===== src/rtl/pipeline_hazard_ctrl.sv =====
// Stall/flush scheduler for a 5-stage pipeline.
// Resolves load-use hazards, taken-branch redirects, multi-cycle memory
// waits and multi-cycle mul/div ops into per-register hold and bubble
// controls. It also keeps a saturating stall-cycle counter and a sticky
// memory-timeout flag.
module pipeline_hazard_ctrl #(
  parameter int unsigned MEM_TIMEOUT = 64,
  parameter int unsigned CNT_W       = 32
) (
  input  logic             clock,
  input  logic             reset_n,
  input  logic             MemRead_EX,
  input  logic [4:0]       WriteRegAddr_EX,
  input  logic [4:0]       Rs_ID,
  input  logic [4:0]       Rt_ID,
  input  logic             UsesRs_ID,
  input  logic             UsesRt_ID,
  input  logic             BranchTaken_EX,
  input  logic             MemReq_MEM,
  input  logic             MemReady,
  input  logic             MulDivStart_EX,
  input  logic             MulDivDone,
  output logic             Stall_PC,
  output logic             Stall_IFID,
  output logic             Stall_IDEX,
  output logic             Stall_EXMEM,
  output logic             Flush_IFID,
  output logic             Flush_IDEX,
  output logic             Flush_EXMEM,
  output logic             Flush_MEMWB,
  output logic [1:0]       CtrlState,
  output logic [CNT_W-1:0] StallCount,
  output logic             MemTimeoutErr
);

  localparam int unsigned WC_W = $clog2(MEM_TIMEOUT + 1);
  localparam logic [WC_W-1:0]  WC_ZERO     = WC_W'(0);
  localparam logic [WC_W-1:0]  WC_ONE      = WC_W'(1);
  localparam logic [WC_W-1:0]  WC_TIMEOUT  = WC_W'(MEM_TIMEOUT);
  localparam logic [CNT_W-1:0] CNT_ZERO    = CNT_W'(0);
  localparam logic [CNT_W-1:0] CNT_ONE     = CNT_W'(1);
  localparam logic [CNT_W-1:0] CNT_MAX     = {CNT_W{1'b1}};

  typedef enum logic [1:0] {
    ST_RUN      = 2'd0,
    ST_MEM_WAIT = 2'd1,
    ST_MD_WAIT  = 2'd2
  } state_t;

  state_t          r_state;
  state_t          w_next_state;
  logic [WC_W-1:0] r_wait_cnt;
  logic [WC_W-1:0] w_next_wait_cnt;
  logic [CNT_W-1:0] r_stall_cnt;
  logic            r_timeout_err;
  logic            w_set_err;
  logic            w_lu;
  logic            w_run_eval;
  logic            w_allow_mem;
  logic            w_allow_md;
  logic            w_stall_pc, w_stall_ifid, w_stall_idex, w_stall_exmem;
  logic            w_flush_ifid, w_flush_idex, w_flush_exmem, w_flush_memwb;

  // Load-use: ID reads a register that the load in EX has not produced yet.
  assign w_lu = MemRead_EX && (WriteRegAddr_EX != 5'd0) &&
                ((UsesRs_ID && (Rs_ID == WriteRegAddr_EX)) ||
                 (UsesRt_ID && (Rt_ID == WriteRegAddr_EX)));

  // Next-state, wait counter and raw stall/flush decode.
  always_comb begin
    w_next_state    = r_state;
    w_next_wait_cnt = r_wait_cnt;
    w_set_err       = 1'b0;
    w_run_eval      = 1'b0;
    w_allow_mem     = 1'b0;
    w_allow_md      = 1'b0;
    w_stall_pc      = 1'b0;
    w_stall_ifid    = 1'b0;
    w_stall_idex    = 1'b0;
    w_stall_exmem   = 1'b0;
    w_flush_ifid    = 1'b0;
    w_flush_idex    = 1'b0;
    w_flush_exmem   = 1'b0;
    w_flush_memwb   = 1'b0;

    case (r_state)
      ST_RUN: begin
        w_run_eval  = 1'b1;
        w_allow_mem = 1'b1;
        w_allow_md  = 1'b1;
      end
      ST_MEM_WAIT: begin
        if (!MemReady) begin
          if (r_wait_cnt == WC_TIMEOUT) begin
            // Give up: drop the access, drain it as a bubble and resume.
            w_flush_memwb   = 1'b1;
            w_set_err       = 1'b1;
            w_next_state    = ST_RUN;
            w_next_wait_cnt = WC_ZERO;
          end else begin
            w_stall_pc      = 1'b1;
            w_stall_ifid    = 1'b1;
            w_stall_idex    = 1'b1;
            w_stall_exmem   = 1'b1;
            w_flush_memwb   = 1'b1;
            w_next_wait_cnt = r_wait_cnt + WC_ONE;
          end
        end else begin
          w_run_eval      = 1'b1;
          w_allow_mem     = 1'b0;
          w_allow_md      = 1'b1;
          w_next_wait_cnt = WC_ZERO;
        end
      end
      ST_MD_WAIT: begin
        if (!MulDivDone) begin
          // MEM holds a bubble here, so a memory request is not possible.
          w_stall_pc    = 1'b1;
          w_stall_ifid  = 1'b1;
          w_stall_idex  = 1'b1;
          w_flush_exmem = 1'b1;
        end else begin
          w_run_eval   = 1'b1;
          w_allow_mem  = 1'b0;
          w_allow_md   = 1'b0;
          w_next_state = ST_RUN;
        end
      end
      default: begin
        w_next_state    = ST_RUN;
        w_next_wait_cnt = WC_ZERO;
      end
    endcase

    if (w_run_eval) begin
      if (w_allow_mem && MemReq_MEM && !MemReady) begin
        w_stall_pc      = 1'b1;
        w_stall_ifid    = 1'b1;
        w_stall_idex    = 1'b1;
        w_stall_exmem   = 1'b1;
        w_flush_memwb   = 1'b1;
        w_next_state    = ST_MEM_WAIT;
        w_next_wait_cnt = WC_ONE;
      end else if (w_allow_md && MulDivStart_EX && !MulDivDone) begin
        w_stall_pc    = 1'b1;
        w_stall_ifid  = 1'b1;
        w_stall_idex  = 1'b1;
        w_flush_exmem = 1'b1;
        w_next_state  = ST_MD_WAIT;
      end else if (BranchTaken_EX) begin
        // The dependent instruction is squashed, so load-use is moot.
        w_flush_ifid = 1'b1;
        w_flush_idex = 1'b1;
        w_next_state = ST_RUN;
      end else if (w_lu) begin
        w_stall_pc   = 1'b1;
        w_stall_ifid = 1'b1;
        w_flush_idex = 1'b1;
        w_next_state = ST_RUN;
      end else begin
        w_next_state = ST_RUN;
      end
    end else begin
      w_next_state = w_next_state;
    end
  end

  // Reset forces bubbles everywhere; a held register is never also flushed.
  assign Stall_PC    = reset_n & w_stall_pc;
  assign Stall_IFID  = reset_n & w_stall_ifid;
  assign Stall_IDEX  = reset_n & w_stall_idex;
  assign Stall_EXMEM = reset_n & w_stall_exmem;
  assign Flush_IFID  = ~reset_n | (w_flush_ifid  & ~w_stall_ifid);
  assign Flush_IDEX  = ~reset_n | (w_flush_idex  & ~w_stall_idex);
  assign Flush_EXMEM = ~reset_n | (w_flush_exmem & ~w_stall_exmem);
  assign Flush_MEMWB = ~reset_n | w_flush_memwb;

  assign CtrlState     = r_state;
  assign StallCount    = r_stall_cnt;
  assign MemTimeoutErr = r_timeout_err;

  // Control state and memory wait counter.
  always_ff @(posedge clock or negedge reset_n) begin
    if (!reset_n) begin
      r_state    <= ST_RUN;
      r_wait_cnt <= WC_ZERO;
    end else begin
      r_state    <= w_next_state;
      r_wait_cnt <= w_next_wait_cnt;
    end
  end

  // Saturating count of cycles in which the PC is held.
  always_ff @(posedge clock or negedge reset_n) begin
    if (!reset_n) begin
      r_stall_cnt <= CNT_ZERO;
    end else if (Stall_PC && (r_stall_cnt != CNT_MAX)) begin
      r_stall_cnt <= r_stall_cnt + CNT_ONE;
    end else begin
      r_stall_cnt <= r_stall_cnt;
    end
  end

  // Sticky memory-timeout flag, cleared only by reset.
  always_ff @(posedge clock or negedge reset_n) begin
    if (!reset_n) begin
      r_timeout_err <= 1'b0;
    end else if (w_set_err) begin
      r_timeout_err <= 1'b1;
    end else begin
      r_timeout_err <= r_timeout_err;
    end
  end

endmodule


===== config.mk =====
export PLATFORM = sky130hd
export DESIGN_NAME = pipeline_hazard_ctrl
export DESIGN_NICKNAME = d
export VERILOG_FILES = /design/src/rtl/pipeline_hazard_ctrl.sv
export SDC_FILE = /design/constraint.sdc
export NUM_CORES = 1
export LEC_CHECK = 0
export BUFFER_PORTS_ARGS = -buffer_cell sky130_fd_sc_hd__buf_4
export CAP_MARGIN = 20
export CORE_ASPECT_RATIO = 1.1
export CORE_MARGIN = 4
export CORE_UTILIZATION = 25
export DETAILED_ROUTE_END_ITERATION = 16
export HOLD_SLACK_MARGIN = 0.06
export REMOVE_ABC_BUFFERS = 1
export SLEW_MARGIN = 20
export SYNTH_ARGS = -nofsm -noshare
export SYNTH_HDL_FRONTEND = slang
export SYNTH_SLANG_ARGS = --single-unit

===== constraint.sdc =====
create_clock -name clock -period 4.9 [get_ports clock]
set_clock_uncertainty 0.05 [all_clocks]
set_input_delay 0.98 -clock clock [delete_from_list [all_inputs] [get_ports clock]]
set_output_delay 0.98 -clock clock [all_outputs]
set_load 0.01 [all_outputs]

==> results of run 1 <==
-- logic make-up after synthesis --
kind of cell | after synthesis | share of synthesized area (%)
mux | 2 | 0.888
fa+ha+maj | 7 | 3.45
flops | 42 | 41.4
xor+xnor | 41 | 14.2
compound gates | 28 | 7.89
simple gates | 127 | 28.7
buf+inv | 18 | 3.45
-- placed cells by master, fill, tap and decap left out, types with 3 or more instances in the layout --
cell type / n
a21oi_1: 7
and3_1: 4
buf_4: 67
clkbuf_8: 5
dfrtp_1: 42
ha_1: 7
inv_1: 13
nand2_1: 24
nand2b_1: 4
nand3_1: 14
nand4_1: 10
nor2_1: 28
nor3_1: 13
nor4_1: 6
nor4b_2: 3
o21ai_0: 8
or3_1: 3
xnor2_1: 16
xor2_1: 25
-- metrics by stage --
stage               hold WS [ps]  cells
finish                       442    456
global route                 462    456
CTS                          443    456
detailed placement           428    448
global placement             419    448
floorplan                    447    261
-- routing by layer --
metal / GRT usage [%] / up-vias / share of wire [%]
li1: - / 1063 / -
met1: 13.1 / 1008 / 44
met2: 18.7 / 44 / 50
met3: 3.28 / 2 / 5.4
met4: 3.19 / 0 / 0.63
met5: 0 / - / 0
-- area by class of cell --
class / instances / area, um^2
clock buffers: 5 / 68.8
clock inverters: 3 / 40.0
fillers: 1041 / 6630
inverters: 14 / 52.6
multi-input cells: 205 / 1400
flip-flops and latches: 42 / 1050
well taps: 120 / 150
repair buffers: 67 / 503
-- flip-flops by register name (all words and copies together), names as in the netlist --
| signal | cells |
|---|---|
| StallCount | 32 |
| r_wait_cnt | 7 |
| CtrlState | 2 |
| MemTimeoutErr | 1 |
-- power by group --
group	internal, mW	switching, mW
combinational	0.121	0.142
clock	0.150	0.127
sequential	0.378	0.0422
total	0.649	0.312
-- synth_stat cells, types with 2 or more instances --
cell	number	share of area, %
a21oi_1	7	1.4
a311oi_1	2	0.69
a31oi_1	2	0.49
and2_1	2	0.49
and3_1	4	0.99
buf_6	2	0.89
dfrtp_1	42	41
ha_1	7	3.5
inv_1	13	1.9
mux2_2	2	0.89
nand2_1	24	3.6
nand2b_1	4	0.99
nand3_1	14	2.8
nand4_1	10	2.5
nor2_1	28	4.1
nor2b_1	2	0.49
nor3_1	13	2.6
nor3_2	2	0.79
nor4_1	6	1.5
nor4_2	2	0.99
nor4_4	2	1.7
nor4b_2	3	1.8
o21ai_0	8	1.6
or3_1	3	0.74
xnor2_1	16	5.5
xor2_1	25	8.6
-- worst max-delay path by stage --
stage,from,endpoint,slack [ps],cells after the start
after floorplan,WriteRegAddr_EX[1],Stall_IFID,1620,6
after global placement,WriteRegAddr_EX[1],Stall_IFID,1300,8
after detailed placement,WriteRegAddr_EX[1],Stall_IFID,1320,8
after CTS,WriteRegAddr_EX[1],Stall_IFID,1320,8
after global routing,WriteRegAddr_EX[1],Stall_IFID,1200,8
final,WriteRegAddr_EX[1],Stall_IFID,1330,8
==> qor.csv, run 1 <==
metric,value,unit
WL final,6.37,mm
Setup Buffers After CTS,0,
DR vias/cell,4.64,
Crit path buffers/inverters,3,
Synth Warn #,0,
async set-or-reset flop fraction in the synthesized netlist,100,%
leak pwr,1.57,nW
Die W,104,um
PwrDens,294,mW/mm^2
overall power,0.961,mW
pre-CTS setup slack,1320,ps
Final setup viols,0,
largest net degree at the start of global routing,49,
Avg WL per Cell,14.0,um
Clock transition at path regs,80,ps
first-pass GRT wire length,10.5,mm
CP peak stage delay,510,ps
outcome,finished clean,
Post-synth EDFFs,0,
gr ovfl total,0,
gpl congestion,0.869,
FF-to-FF End,StallCount[1],
Die ar.,0.0118,mm^2
setup total negative slack,0,ps
Tcrit/Tclk final,72.8,%
CP Capture Type,output pin,
min-delay src,MemTimeoutErr,
cell area after layout,0.00326,mm^2
hold-fix buffers at CTS,0,
CTS tree,done,
clock sink count,42,
slowest CP cell,or4_1,
critical path class,input pin to output pin,
Final Critical Period,3570,ps
number of max-cap violations,0,
Slew HR,59.0,%
Mean Syn Cell Area,9.57,um^2
initial antenna violation count,0,
# IOs,68,
DP Area,0.00315,mm^2
Detailed Route Iter0 Violations,95,
vias in the first global route,2129,
Starting Density,25.6,%
post-cts repair resize count,0,
Final Util,33.0,%
post-synthesis cell count,265,
Final ANT Viol Nets,0,
Die Y,114,um
RSZ-0062 raised after global routing,false,
Register-to-Register Path Depth,8,
Startpoint Class,input pin,
n_diodes,0,
final hold violations,0,
PnR worst setup slack,1330,ps
Root Driver,clkbuf_8,
max-slew violation count,0,
Hold Path Sink,MemTimeoutErr,
Slew @ Worst Pin,614,ps
"CP delay by family, top",simple AND/OR/NAND/NOR gates,
worst skew pair latency,300,ps
num rows,38,
"Area growth, synth to finish",28.7,%
Clock Path Buffers,2,
data arrival time at the worst-slack endpoint,2540,ps
R2R Path Start,CtrlState[0],
flop2flop setup slack,2350,ps
sequential area share after synthesis,41.4,%
DRC Markers,0,
Detailed Place HPWL,4.78,mm
VDD IR max,0.207,mV
Crit Path Max Fanout,16,
port bufs,67,
"Cell Chain, Critical Path",buf_4 -> or4_1 -> o21ai_1 -> nor2_1 -> a21o_4 -> nand2_4 -> inv_1 -> buf_4,
hold path cells,1,
layout cells sized above 1,28.0,%
#FFs+latches synth,42,
"Distinct cells, synth",46,
total core area,0.00989,mm^2
maximum clock rate,0.280,GHz
Critical Path RT,3870,ps
Hold Crit Class,register to register,
First-pass DRT Iterations,4,
"Cell Area, Synth",0.00254,mm^2
Worst path most repeated cell,buf_4,
final-stage net count,367,
CTS Buf Count,5,
ys flop type,dfrtp_1,
H-Tree Level Count,2,
Vias,2117,
overall global routing resource usage,10.8,%
(Power assumes the default switching activity.)
==> run 2, diff against run 1 <==
Clock period 4.9 ns to 3.3 ns, I/O delays scaled along.
==> run 2 against run 1 <==
- via count fell by 0.28%
- design area rose by 1.5%
- worst hold slack got worse by 320 ps
- sequential cell count did not move
- critical path depth rose by 1
- core utilization rose by 0.49 points
- sequential power rose by 48%
- die area did not move
- setup slack got worse by 980 ps
- register-to-register slack got worse by 1500 ps
- first-iteration DRC count fell by 9.5%
- wire length fell by 0.71%
- largest cell class unchanged
==> qor.csv, run 2 (same netlist as run 1, synthesis figures left out) <==
metric,value,unit,change
outcome,finished clean,,
Placed Cells,450,,+0.45%
final hold violations,0,,unchanged
Worst Setup SP,CtrlState[0],,
Detailed Place HPWL,4.81,mm,+0.57%
Detailed Route Iter0 Violations,86,,-9.5%
Root Driver,clkbuf_8,,
switching share of total power,30.0,%,-2.5 points
RSZ-0062 raised after global routing,false,,
first-pass GRT wire length,10.8,mm,+2.8%
Final ANT Viol Nets,0,,unchanged
CTS tree,done,,
Clock Path Buffers,2,,unchanged
gr ovfl total,0,,unchanged
Int Pwr,1.07,mW,+65%
R2R Path Start,StallCount[0],,
"non-filler cells, final",458,,+0.44%
DR vias/cell,4.61,,-0.72%
Crit path buffers/inverters,3,,unchanged
Critical path destination,Stall_PC,,
layout cells sized above 1,28.4,%,+0.43 points
CP Capture Type,output pin,,
critical path depth in cells,9,,+1
maximum clock rate,0.340,GHz,
Starting Density,25.6,%,unchanged
critical path class,register to output pin,,
overall power,1.52,mW,+59%
Hold Crit Class,input pin to async pin,,
Clock transition at path regs,80,ps,about the same
overall global routing resource usage,11.0,%,+0.13 points
max FFs per register,32,,unchanged
H-Tree Level Count,2,,unchanged
post-cts repair resize count,0,,unchanged
total core area,0.00989,mm^2,unchanged
gpl congestion,0.843,,-2.9%
"CP delay by family, top",simple AND/OR/NAND/NOR gates,,
Die W,104,um,unchanged
Tcrit/Tclk final,89.2,%,
Vias,2111,,-0.28%
"commonest non-fill, non-tap cell in the layout",buf_4,,
worst skew pair latency,300,ps,about the same
Slew @ Worst Pin,575,ps,-39.6 ps
WL final,6.32,mm,-0.71%
Net Switching,0.457,mW,+47%
setup total negative slack,0,ps,unchanged
# IOs,68,,unchanged
PnR worst setup slack,355,ps,-976 ps
DRC Markers,0,,unchanged
initial antenna violation count,0,,unchanged
Startpoint Class,register,,
FF-to-FF End,StallCount[1],,
data arrival time at the worst-slack endpoint,2230,ps,-310 ps
n_diodes,0,,unchanged
Slew HR,61.7,%,+2.6 points
"Area growth, synth to finish",30.6,%,
Gate power share,25.9,%,-1.5 points
First-pass DRT Iterations,4,,unchanged
leak pwr,1.59,nW,+1.4%
Die ar.,0.0118,mm^2,unchanged
most frequent cells in the layout,"buf_4, dfrtp_1, nor2_1",,
vias in the first global route,2219,,+4.2%
Setup Buffers After CTS,0,,unchanged
Register-to-Register Path Depth,6,,-2
CTS Buf Count,5,,unchanged
Crit Path Max Fanout,5,,-11
Critical Path RT,2590,ps,-1280 ps
Clk pwr share,33.3,%,+4.4 points
largest net degree at the start of global routing,40,,-18%
DP Area,0.00317,mm^2,+0.48%
hold-fix buffers at CTS,0,,unchanged
number of max-cap violations,0,,unchanged
CP peak stage delay,420,ps,-90 ps
pre-CTS setup slack,551,ps,-765 ps
flop2flop setup slack,820,ps,-1530 ps
max-slew violation count,0,,unchanged
Die Y,114,um,unchanged
PwrDens,460,mW/mm^2,+56%
Worst path most repeated cell,inv_1,,
sequential power share,40.8,%,-2.9 points
slowest CP cell,dfrtp_1,,
port bufs,67,,unchanged
num rows,38,,unchanged
VDD IR max,0.277,mV,+34%
cell area after layout,0.00331,mm^2,+1.5%
Final setup viols,0,,unchanged
"Cell Chain, Critical Path",inv_1 -> ha_1 -> and3b_1 -> nor3_1 -> o211ai_2 -> a21o_4 -> nand2_4 -> inv_1 -> buf_4,,
final-stage net count,369,,+0.54%
Final Critical Period,2940,ps,
Avg WL per Cell,13.8,um,-1.1%
clock sink count,42,,unchanged
run 2: how the worst min path moves through the flow:
stage | depth (start not counted) | startpoint | slack [ps] | end
global route | 1 | reset_n | 100 | CtrlState[1]
detailed placement | 1 | reset_n | 440 | CtrlState[1]
CTS | 1 | reset_n | 110 | CtrlState[1]
floorplan | 0 | reset_n | 310 | CtrlState[0]
finish | 1 | reset_n | 120 | CtrlState[0]
global placement | 1 | MemTimeoutErr | 420 | MemTimeoutErr
run 2: metrics by stage:
stage | hold WS, ps | utilization [%]
after global routing | 98.8 | 33.5
final | 117 | 33.5
after CTS | 106 | 33.5
after floorplan | 314 | -
after global placement | 416 | 32.0
after detailed placement | 437 | 32.0
run 2: power groups by stage:
stage	clock network (mW)	registers, mW	logic (mW)
final	0.508	0.622	0.395
after global routing	0.547	0.632	0.444
after global placement	0	0.629	0.394
after floorplan	0	0.637	0.210
after detailed placement	0	0.630	0.400
after CTS	0.523	0.622	0.403
run 2: metal layers:
layer	vias up	share of wire, %	track usage [%]
met1	1008	44	13.9
met2	38	50	18.9
met4	0	0.81	2.30
met5	-	0	0
met3	5	5.2	3.00
li1	1060	-	-
run 2: layout make-up:
cell class | count | area [um^2]
flip-flops and latches | 42 | 1050
clock inverters | 2 | 60.1
clock buffers | 6 | 82.6
multi-input cells | 205 | 1400
inverters | 14 | 52.6
fillers | 1013 | 6580
well taps | 120 | 150
repair buffers | 69 | 518
